File: config.mk
export PLATFORM = sky130hd
export DESIGN_NAME = mem_sweep_ctrl
export DESIGN_NICKNAME = d
export VERILOG_FILES = /design/src/rtl/mem_sweep_pkg.sv /design/src/rtl/mem_sweep_checker.sv /design/src/rtl/mem_sweep_ctrl.sv
export SDC_FILE = /design/constraint.sdc
export NUM_CORES = 1
export LEC_CHECK = 0
export CORE_ASPECT_RATIO = 1.5
export CORE_MARGIN = 8
export CORE_UTILIZATION = 38
export DETAILED_ROUTE_END_ITERATION = 12
export DONT_BUFFER_PORTS = 1
export PLACE_DENSITY_LB_ADDON = 0.08
export SKIP_CTS_REPAIR_TIMING = 1
export SYNTH_ARGS = -nofsm -noshare
export SYNTH_HDL_FRONTEND = slang
export SYNTH_SLANG_ARGS = --single-unit
File: constraint.sdc
create_clock -name clk -period 6.5 [get_ports clk]
set_clock_uncertainty 0.05 [all_clocks]
set_input_delay 1.625 -clock clk [delete_from_list [all_inputs] [get_ports clk]]
set_output_delay 1.625 -clock clk [all_outputs]
set_load 0.02 [all_outputs]
File: src/rtl/mem_sweep_pkg.sv
// Shared types and the pattern generator for the memory fill/verify sweeper.
package mem_sweep_pkg;

    typedef enum logic [2:0] {
        IDLE   = 3'd0,
        FILL   = 3'd1,
        VERIFY = 3'd2,
        DRAIN  = 3'd3,
        DONE   = 3'd4
    } state_t;

    typedef enum logic [1:0] {
        PAT_ONES    = 2'd0,
        PAT_ADDR    = 2'd1,
        PAT_CHECKER = 2'd2,
        PAT_ZEROS   = 2'd3
    } pattern_t;

    localparam int MAX_WID = 64;

    // Generated at MAX_WID; callers truncate to their word width.
    function automatic logic [MAX_WID-1:0] expected_word(input logic [31:0] addr,
                                                         input pattern_t    pat);
        logic [MAX_WID-1:0] w;
        case (pat)
            PAT_ONES:    w = '1;
            PAT_ADDR:    w = MAX_WID'(addr);
            PAT_CHECKER: w = addr[0] ? {(MAX_WID/2){2'b10}} : {(MAX_WID/2){2'b01}};
            default:     w = '0;
        endcase
        return w;
    endfunction

endpackage

File: src/rtl/mem_sweep_checker.sv
// Read-back compare stage: one-cycle (valid, addr) pipeline aligned with the
// registered RAM output, saturating mismatch counter and first-error capture.
module mem_sweep_checker
    import mem_sweep_pkg::*;
#(
    parameter int WID_MEM = 2,
    parameter int ADDR_W  = 32,
    parameter int CW      = 16
) (
    input  logic               clk,
    input  logic               reset,
    input  logic               clear,
    input  logic               rd_valid,
    input  logic [CW-1:0]      rd_addr,
    input  pattern_t           pat,
    input  logic [WID_MEM-1:0] mem_dout,
    output logic [31:0]        err_count,
    output logic [ADDR_W-1:0]  first_err_addr
);

    logic               vld_q;
    logic [CW-1:0]      addr_q;
    logic [31:0]        err_count_q;
    logic [ADDR_W-1:0]  first_q;
    logic [WID_MEM-1:0] exp_word;
    logic               mismatch;

    always_comb begin
        exp_word = WID_MEM'(expected_word(32'(addr_q), pat));
        mismatch = vld_q && (mem_dout != exp_word);
    end

    always_ff @(posedge clk) begin
        if (reset || clear) begin
            vld_q       <= 1'b0;
            addr_q      <= '0;
            err_count_q <= '0;
            first_q     <= '0;
        end else begin
            vld_q  <= rd_valid;
            addr_q <= rd_addr;
            if (mismatch) begin
                if (err_count_q != 32'hFFFF_FFFF)
                    err_count_q <= err_count_q + 32'd1;
                // Only the first failure of a sweep records its address.
                if (err_count_q == 32'd0)
                    first_q <= ADDR_W'(addr_q);
            end
        end
    end

    assign err_count      = err_count_q;
    assign first_err_addr = first_q;

endmodule

File: src/rtl/mem_sweep_ctrl.sv
// Fill/verify sweeper owning the RAM port pair; grants the port to a single
// user requester while idle.
module mem_sweep_ctrl
    import mem_sweep_pkg::*;
#(
    parameter int WID_MEM   = 2,
    parameter int DEPTH_MEM = 65536,
    parameter int ADDR_W    = 32
) (
    input  logic               clk,
    input  logic               reset,
    input  logic               start,
    input  logic [1:0]         pattern_sel,
    output logic               busy,
    output logic               done,
    output logic [31:0]        err_count,
    output logic               err_flag,
    output logic [ADDR_W-1:0]  first_err_addr,
    input  logic               user_req,
    input  logic               user_we,
    input  logic [ADDR_W-1:0]  user_addr,
    input  logic [WID_MEM-1:0] user_din,
    output logic               user_gnt,
    output logic [WID_MEM-1:0] user_rdata,
    output logic [ADDR_W-1:0]  mem_raddr,
    output logic [ADDR_W-1:0]  mem_waddr,
    output logic [WID_MEM-1:0] mem_din,
    output logic               mem_we,
    input  logic [WID_MEM-1:0] mem_dout,
    output logic [2:0]         dbg_state
);

    localparam int            CW   = (DEPTH_MEM > 1) ? $clog2(DEPTH_MEM) : 1;
    localparam logic [CW-1:0] LAST = CW'(DEPTH_MEM - 1);

    state_t        state_q, state_d;
    logic [CW-1:0] cnt_q;
    pattern_t      pat_q;
    logic          accept;
    logic          at_last;

    assign accept  = start && (state_q == IDLE);
    assign at_last = (cnt_q == LAST);

    always_ff @(posedge clk) begin
        if (reset) state_q <= IDLE;
        else       state_q <= state_d;
    end

    always_comb begin
        state_d = state_q;
        case (state_q)
            IDLE:    if (start)   state_d = FILL;
            FILL:    if (at_last) state_d = VERIFY;
            VERIFY:  if (at_last) state_d = DRAIN;
            DRAIN:   state_d = DONE;
            DONE:    state_d = IDLE;
            default: state_d = IDLE;
        endcase
    end

    // The counter restarts at zero between FILL and VERIFY rather than wrapping.
    always_ff @(posedge clk) begin
        if (reset) begin
            cnt_q <= '0;
            pat_q <= PAT_ONES;
        end else if (accept) begin
            cnt_q <= '0;
            pat_q <= pattern_t'(pattern_sel);
        end else if (state_q == FILL) begin
            cnt_q <= at_last ? '0 : cnt_q + 1'b1;
        end else if (state_q == VERIFY && !at_last) begin
            cnt_q <= cnt_q + 1'b1;
        end
    end

    always_comb begin
        busy      = (state_q != IDLE);
        done      = (state_q == DONE);
        user_gnt  = 1'b0;
        mem_we    = 1'b0;
        mem_raddr = '0;
        mem_waddr = '0;
        mem_din   = '0;
        case (state_q)
            IDLE: begin
                if (user_req && !start) begin
                    user_gnt  = 1'b1;
                    mem_raddr = user_addr;
                    mem_waddr = user_addr;
                    mem_din   = user_din;
                    mem_we    = user_we;
                end
            end
            FILL: begin
                mem_we    = 1'b1;
                mem_waddr = ADDR_W'(cnt_q);
                mem_din   = WID_MEM'(expected_word(32'(cnt_q), pat_q));
            end
            VERIFY:  mem_raddr = ADDR_W'(cnt_q);
            default: ;
        endcase
    end

    mem_sweep_checker #(
        .WID_MEM (WID_MEM),
        .ADDR_W  (ADDR_W),
        .CW      (CW)
    ) u_chk (
        .clk            (clk),
        .reset          (reset),
        .clear          (accept),
        .rd_valid       (state_q == VERIFY),
        .rd_addr        (cnt_q),
        .pat            (pat_q),
        .mem_dout       (mem_dout),
        .err_count      (err_count),
        .first_err_addr (first_err_addr)
    );

    assign err_flag   = (err_count != 32'd0);
    assign user_rdata = mem_dout;
    assign dbg_state  = state_q;

endmodule

== After elaboration in Yosys (flattened, before gate mapping) ==
Cells that the tools add are included.

* Output and inout port bits: 140
* Logic and storage cells: 58
* Register bits: 86

* $add $sub $neg: 2
* Reduce and logical (&&, ||, !) cells: 17
* Muxes and demuxes: 20
* Equality and inequality tests: 12

{| class="wikitable"
|+ Operators with widths
! operator !! count
|-
| case mux 32 bit (2 select lines) || 2
|-
| 2-to-1 mux 16 bit || 3
|-
| adder 32 x 1 -> 32 bit (second input constant) || 1
|-
| logical NOT 32 bit || 1
|-
| 2-to-1 mux 32 bit || 1
|-
| != test 32 bit (second input constant) || 1
|-
| nonzero test 32 bit || 1
|-
| adder 16 x 1 -> 16 bit (second input constant) || 1
|-
| == test 16 bit (second input constant) || 1
|-
| case mux 2 bit (3 select lines) || 2
|-
| case mux 3 bit (4 select lines) || 1
|-
| 2-to-1 mux 3 bit || 3
|-
| == test 3 x 2 -> 1 bit (second input constant) || 2
|-
| 2-to-1 mux 2 bit || 3
|-
| != test 2 bit (second input constant) || 3
|-
| logical AND 1 bit || 4
|-
| case mux 2 bit (2 select lines) || 1
|-
| AND reduction 2 bit || 2
|-
| == test 3 x 1 -> 1 bit (second input constant) || 1
|-
| == test 3 bit (second input constant) || 1
|-
| logical NOT 3 bit || 1
|-
| 2-to-1 mux 1 bit || 3
|-
| AND reduction 3 bit || 1
|-
| nonzero test 3 bit || 1
|-
| 9 further kinds || 10
|}

== Depth between registers and ports, before layout ==
* Depth in word-level cells: 5
* Depth in mapped cells: 10
* Gate-level depth less buffers: 8

== Hierarchy ==
Synthesis repeated with hierarchy kept, for this count alone.

* Cell total of the unflattened synthesis: 604
* Area total of the unflattened synthesis: 5112.4 µm²

{| class="wikitable"
|+ Modules (own cells, without submodules)
! module !! instances !! cells each !! area an instance (µm²)
|-
| mem_sweep_checker || 1 || 342 || 3110.5
|-
| mem_sweep_ctrl || 1 || 262 || 2001.9
|}

== Worst setup path before layout ==
No wires, ideal clock.

* Kind: in2out
* Start: input port start
* End: output port mem_waddr[5]
* Cell stages on the path: 5
* Buffers on the path: 2
* Required time: 4.825 ns
* Setup slack: 1.854 ns
* Arrival: 2.971 ns
* Path through: nor3b_1 > clkbuf_1 > buf_1 > a22oi_1 > nor2_1

* Longest elaborated chain between the ends: 4

{| class="wikitable"
|+ RTL lines
! element !! line !! RTL
|-
| from (decl) || mem_sweep_ctrl.sv:12 || <nowiki>input logic start,</nowiki>
|-
| logical NOT 1 bit || mem_sweep_ctrl.sv:87 || <nowiki>if (user_req && !start) begin</nowiki>
|-
| logical AND 1 bit || mem_sweep_ctrl.sv:87 ||
|-
| 2-to-1 mux 32 bit || mem_sweep_ctrl.sv:87 ||
|-
| case mux 32 bit (2 select lines) || mem_sweep_ctrl.sv:85 || <nowiki>case (state_q)</nowiki>
|-
| to (decl) || mem_sweep_ctrl.sv:26 || <nowiki>output logic [ADDR_W-1:0] mem_waddr,</nowiki>
|}

Every way passes these cells.

== Worst setup path in the final report ==
* Start: register state_q[2] (netlist: dbg_state[2])
* End: output port mem_din[0]

* Longest elaborated chain between the ends: 2
* Elaborated cells between the ends (all ways): 3
* Classes of those cells: 1 x eq/ne; 1 x mux; 1 x reduce/logical

{| class="wikitable"
|+ RTL lines
! element !! line !! RTL
|-
| from (decl) || mem_sweep_ctrl.sv:36 || <nowiki>state_t state_q, state_d;</nowiki>
|-
| from (signal assigned) || mem_sweep_ctrl.sv:47 || <nowiki>else state_q <= state_d;</nowiki>
|-
| == test 3 x 1 -> 1 bit / logical NOT 3 bit (equally long branches) || mem_sweep_ctrl.sv:85 ||
|-
| case mux 2 bit (2 select lines) * || mem_sweep_ctrl.sv:85 ||
|-
| to (decl) || mem_sweep_ctrl.sv:27 || <nowiki>output logic [WID_MEM-1:0] mem_din,</nowiki>
|}

Every way passes the cells marked *; elsewhere a longest branch is shown, timed or not.

==> flow_summary.json <==
{
  "outcome": "completed",
  "period_share_pct": 73.0,
  "crit_type": "flip-flop to output pin",
  "hold_viol": 0,
  "syn_area_per_cell_um2": 7.75,
  "fin_nets": 626,
  "switchingPower_uw": 297,
  "cts_root_buf": "clkbuf_16",
  "reg2reg_setup_slack_ps": 3280,
  "start_util_pct": 38.5,
  "share_comb_of_total_power_pct": 8.4,
  "critPathMaxFanout": 68,
  "antennaDiodeCount": 0,
  "cp.required_ps": 4830,
  "core_um2": 12300,
  "yosysTopAreaCellShare_pct": 36.3,
  "period_needed_ps": 4740,
  "startpoint": "dbg_state[2]",
  "grt_max_degree": 69,
  "io_pins": 183,
  "synthArstFlopShare_pct": 0,
  "cell_internal_pwr_uw": 851,
  "crit_family": "simple AND/OR/NAND/NOR gates",
  "drive_gt1_share_pct": 5.65,
  "multi_input_area_um2": 2750,
  "slew_headroom_pct": 19.6,
  "worst_slack_ps": 1760,
  "mostFrequentLayoutCell": "dfxtp_1",
  "grt_pass1_wl_um": 23700,
  "routedWlPerCell_um": 20.5,
  "drv_slew": 0,
  "clock.fmax_ghz": 0.211,
  "firstDrtPassIters": 4,
  "swShare_pct": 25.9,
  "seq_power_share_pct": 47.2,
  "cts_inserted_buffers": 9,
  "netlist_area_um2": 4740,
  "holdCritPathClass": "flip-flop to flip-flop",
  "syn_to_final_growth_pct": 6.01,
  "rr_startpoint": "u_chk.err_count[0]",
  "worstSetupPathDepth": 6,
  "ys.warnings.count": 0,
  "grt_pass1_vias": 4150,
  "ant_nets": 0,
  "leakage_nw": 1.71,
  "cts_sinks": 86,
  "irDropWorstVdd_mv": 0.109,
  "gp_congestion": 0.815,
  "ys_ff_latch": 86,
  "power_density_nw_per_um2": 228,
  "reg2reg_depth": 8,
  "maxCapViolCount": 0,
  "first_iter_violations": 243,
  "seq_area_frac_synth_pct": 36.3,
  "path_buf_inv": 2,
  "synth_edf_count": 0,
  "syn_inst": 612,
  "crit_path_end": "mem_din[0]",
  "worst_path_max_delay_cell": "nor3_1",
  "setup_tns_ps": 0,
  "ff_latch_area_um2": 1720,
  "synthFlopType": "dfxtp_1",
  "fill_cells": 1276,
  "place_ws_ps": 2030,
  "clockBufferDepth": 2,
  "vias": 4398,
  "critPathArrivalTime_ps": 3070,
  "synthTopCellsByArea": "dfxtp_1 36%, and2_1 7.1%, nand2_1 4.7%",
  "die_area_um2": 16400,
  "cts_tree": "done",
  "cts.reportedPaths.clkPinSlew_ps": 60,
  "yosysUniqueCellTypes": 56,
  "insertion_delay_ps": 340,
  "hold_start": "u_chk.addr_q[2]",
  "power_frac_clock_pct": 44.5,
  "antenna_found_initial": 0,
  "globalRouteTotalUtil_pct": 18.0,
  "place.port_buffers": 0,
  "ctsHtreeMaxLevel": 3,
  "mostFrequentLayoutCells": "86 x dfxtp_1, 60 x nand2_1, 54 x and2_1",
  "die_h_um": 153,
  "dp_hpwl_um": 11200,
  "worst_pin_slew_ps": 1200,
  "crit_chain": "nor3_1 -> inv_1 -> nor3b_2 -> buf_4 -> a22oi_1 -> nor2_1",
  "rr_endpoint": "u_chk.first_err_addr[10]",
  "via_per_inst": 5.94,
  "drcViolationCount": 0,
  "setup_violations": 0,
  "routed_wl_um": 15200,
  "critPathLaunchType": "flip-flop",
  "rows": 50,
  "grt_overflow": 0,
  "rsz0062_at_grt": "no",
  "die_w_um": 107,
  "synth_top_area_cell": "dfxtp_1",
  "critical_path.max_stage_delay_ps": 660,
  "end_kind": "output pin"
}
## how the worst min path moves through the flow
stage	endpoint	slack (ps)	cells past startpoint
floorplan	u_chk.first_err_addr[10]	370	2
global placement	u_chk.first_err_addr[2]	380	2
detailed placement	u_chk.first_err_addr[2]	380	2
CTS	u_chk.first_err_addr[2]	400	2
global route	u_chk.first_err_addr[3]	420	2
finish	u_chk.first_err_addr[2]	390	2
## through the flow
stage / std cells / area, µm² / hold slack (ps) / util [%] / total power, mW
3_3_place_gp: 725 / 4740 / 380 / 38.4 / 0.648
4_1_cts: 740 / 5030 / 397 / 40.8 / 1.17
3_5_place_dp: 725 / 4740 / 384 / 38.4 / 0.649
6_report: 740 / 5030 / 390 / 40.8 / 1.15
5_1_grt: 740 / 5030 / 421 / 40.8 / 1.20
2_1_floorplan: 627 / 4800 / 371 / - / 0.640
## cells in the mapped netlist, drive strengths merged (2+ instances only)
master  instances
o31ai          11
nor4b           2
nor2           41
or2             3
a211oi          2
or4            20
ha              3
or3            13
inv             8
dfxtp          86
nor3            7
a22o           18
nor4           11
mux2i           2
a22oi          16
a21oi          28
nand2          60
clkbuf         41
nor3b           2
and4            4
o21ai          45
xor2            2
o211ai          7
a31oi           9
and2           54
nand2b          7
buf            23
and3           10
nand3          36
nand4          20
nand3b          5
## state kept, by name, indices dropped and copies added, names as in the netlist
| signal | flops |
|---|---|
| cnt_q | 16 |
| u_chk.err_count | 32 |
| u_chk.addr_q | 16 |
| dbg_state | 3 |
| pat_q | 2 |
| u_chk.first_err_addr | 16 |
| u_chk.vld_q | 1 |
## logic make-up after synthesis
kind of cell	after synthesis	synth area share, %
xor gates and xnor gates	3	0.554
and+or+nand+nor	297	34.1
other	1	0.0791
adders and majority gates	3	0.791
DFF	86	36.3
AOI/OAI and AO/OA	148	20.5
muxes	2	0.422
buffers and inverters	72	7.33
## power groups by stage
stage / Sequential, mW / Clock (mW) / Combinational [mW]
floorplan: 0.548 / 0 / 0.0928
global placement: 0.553 / 0 / 0.0955
detailed placement: 0.553 / 0 / 0.0960
CTS: 0.541 / 0.528 / 0.0965
global route: 0.542 / 0.553 / 0.104
finish: 0.541 / 0.510 / 0.0962
## final cells by class
type	instances	share of cell area [%]
clock buffers	10	4.55
clock inverters	5	1.22
inverters	8	0.597
multi-input cells	469	54.6
flip-flops and latches	86	34.2
well taps	156	3.88
repair buffers	6	0.896
## routing by layer
metal / track usage (%) / routed length (µm)
met4: 5.99 / 183
met3: 5.60 / 1090
met1: 19.4 / 5880
met2: 32.0 / 8020
met5: 0 / 0
## tightest hold or removal path, cell delays in order (launching register included)
cell	delay, ps
dfxtp_1	300
nand2_1	40
o21ai_0	50
(Power assumes the default switching activity.)
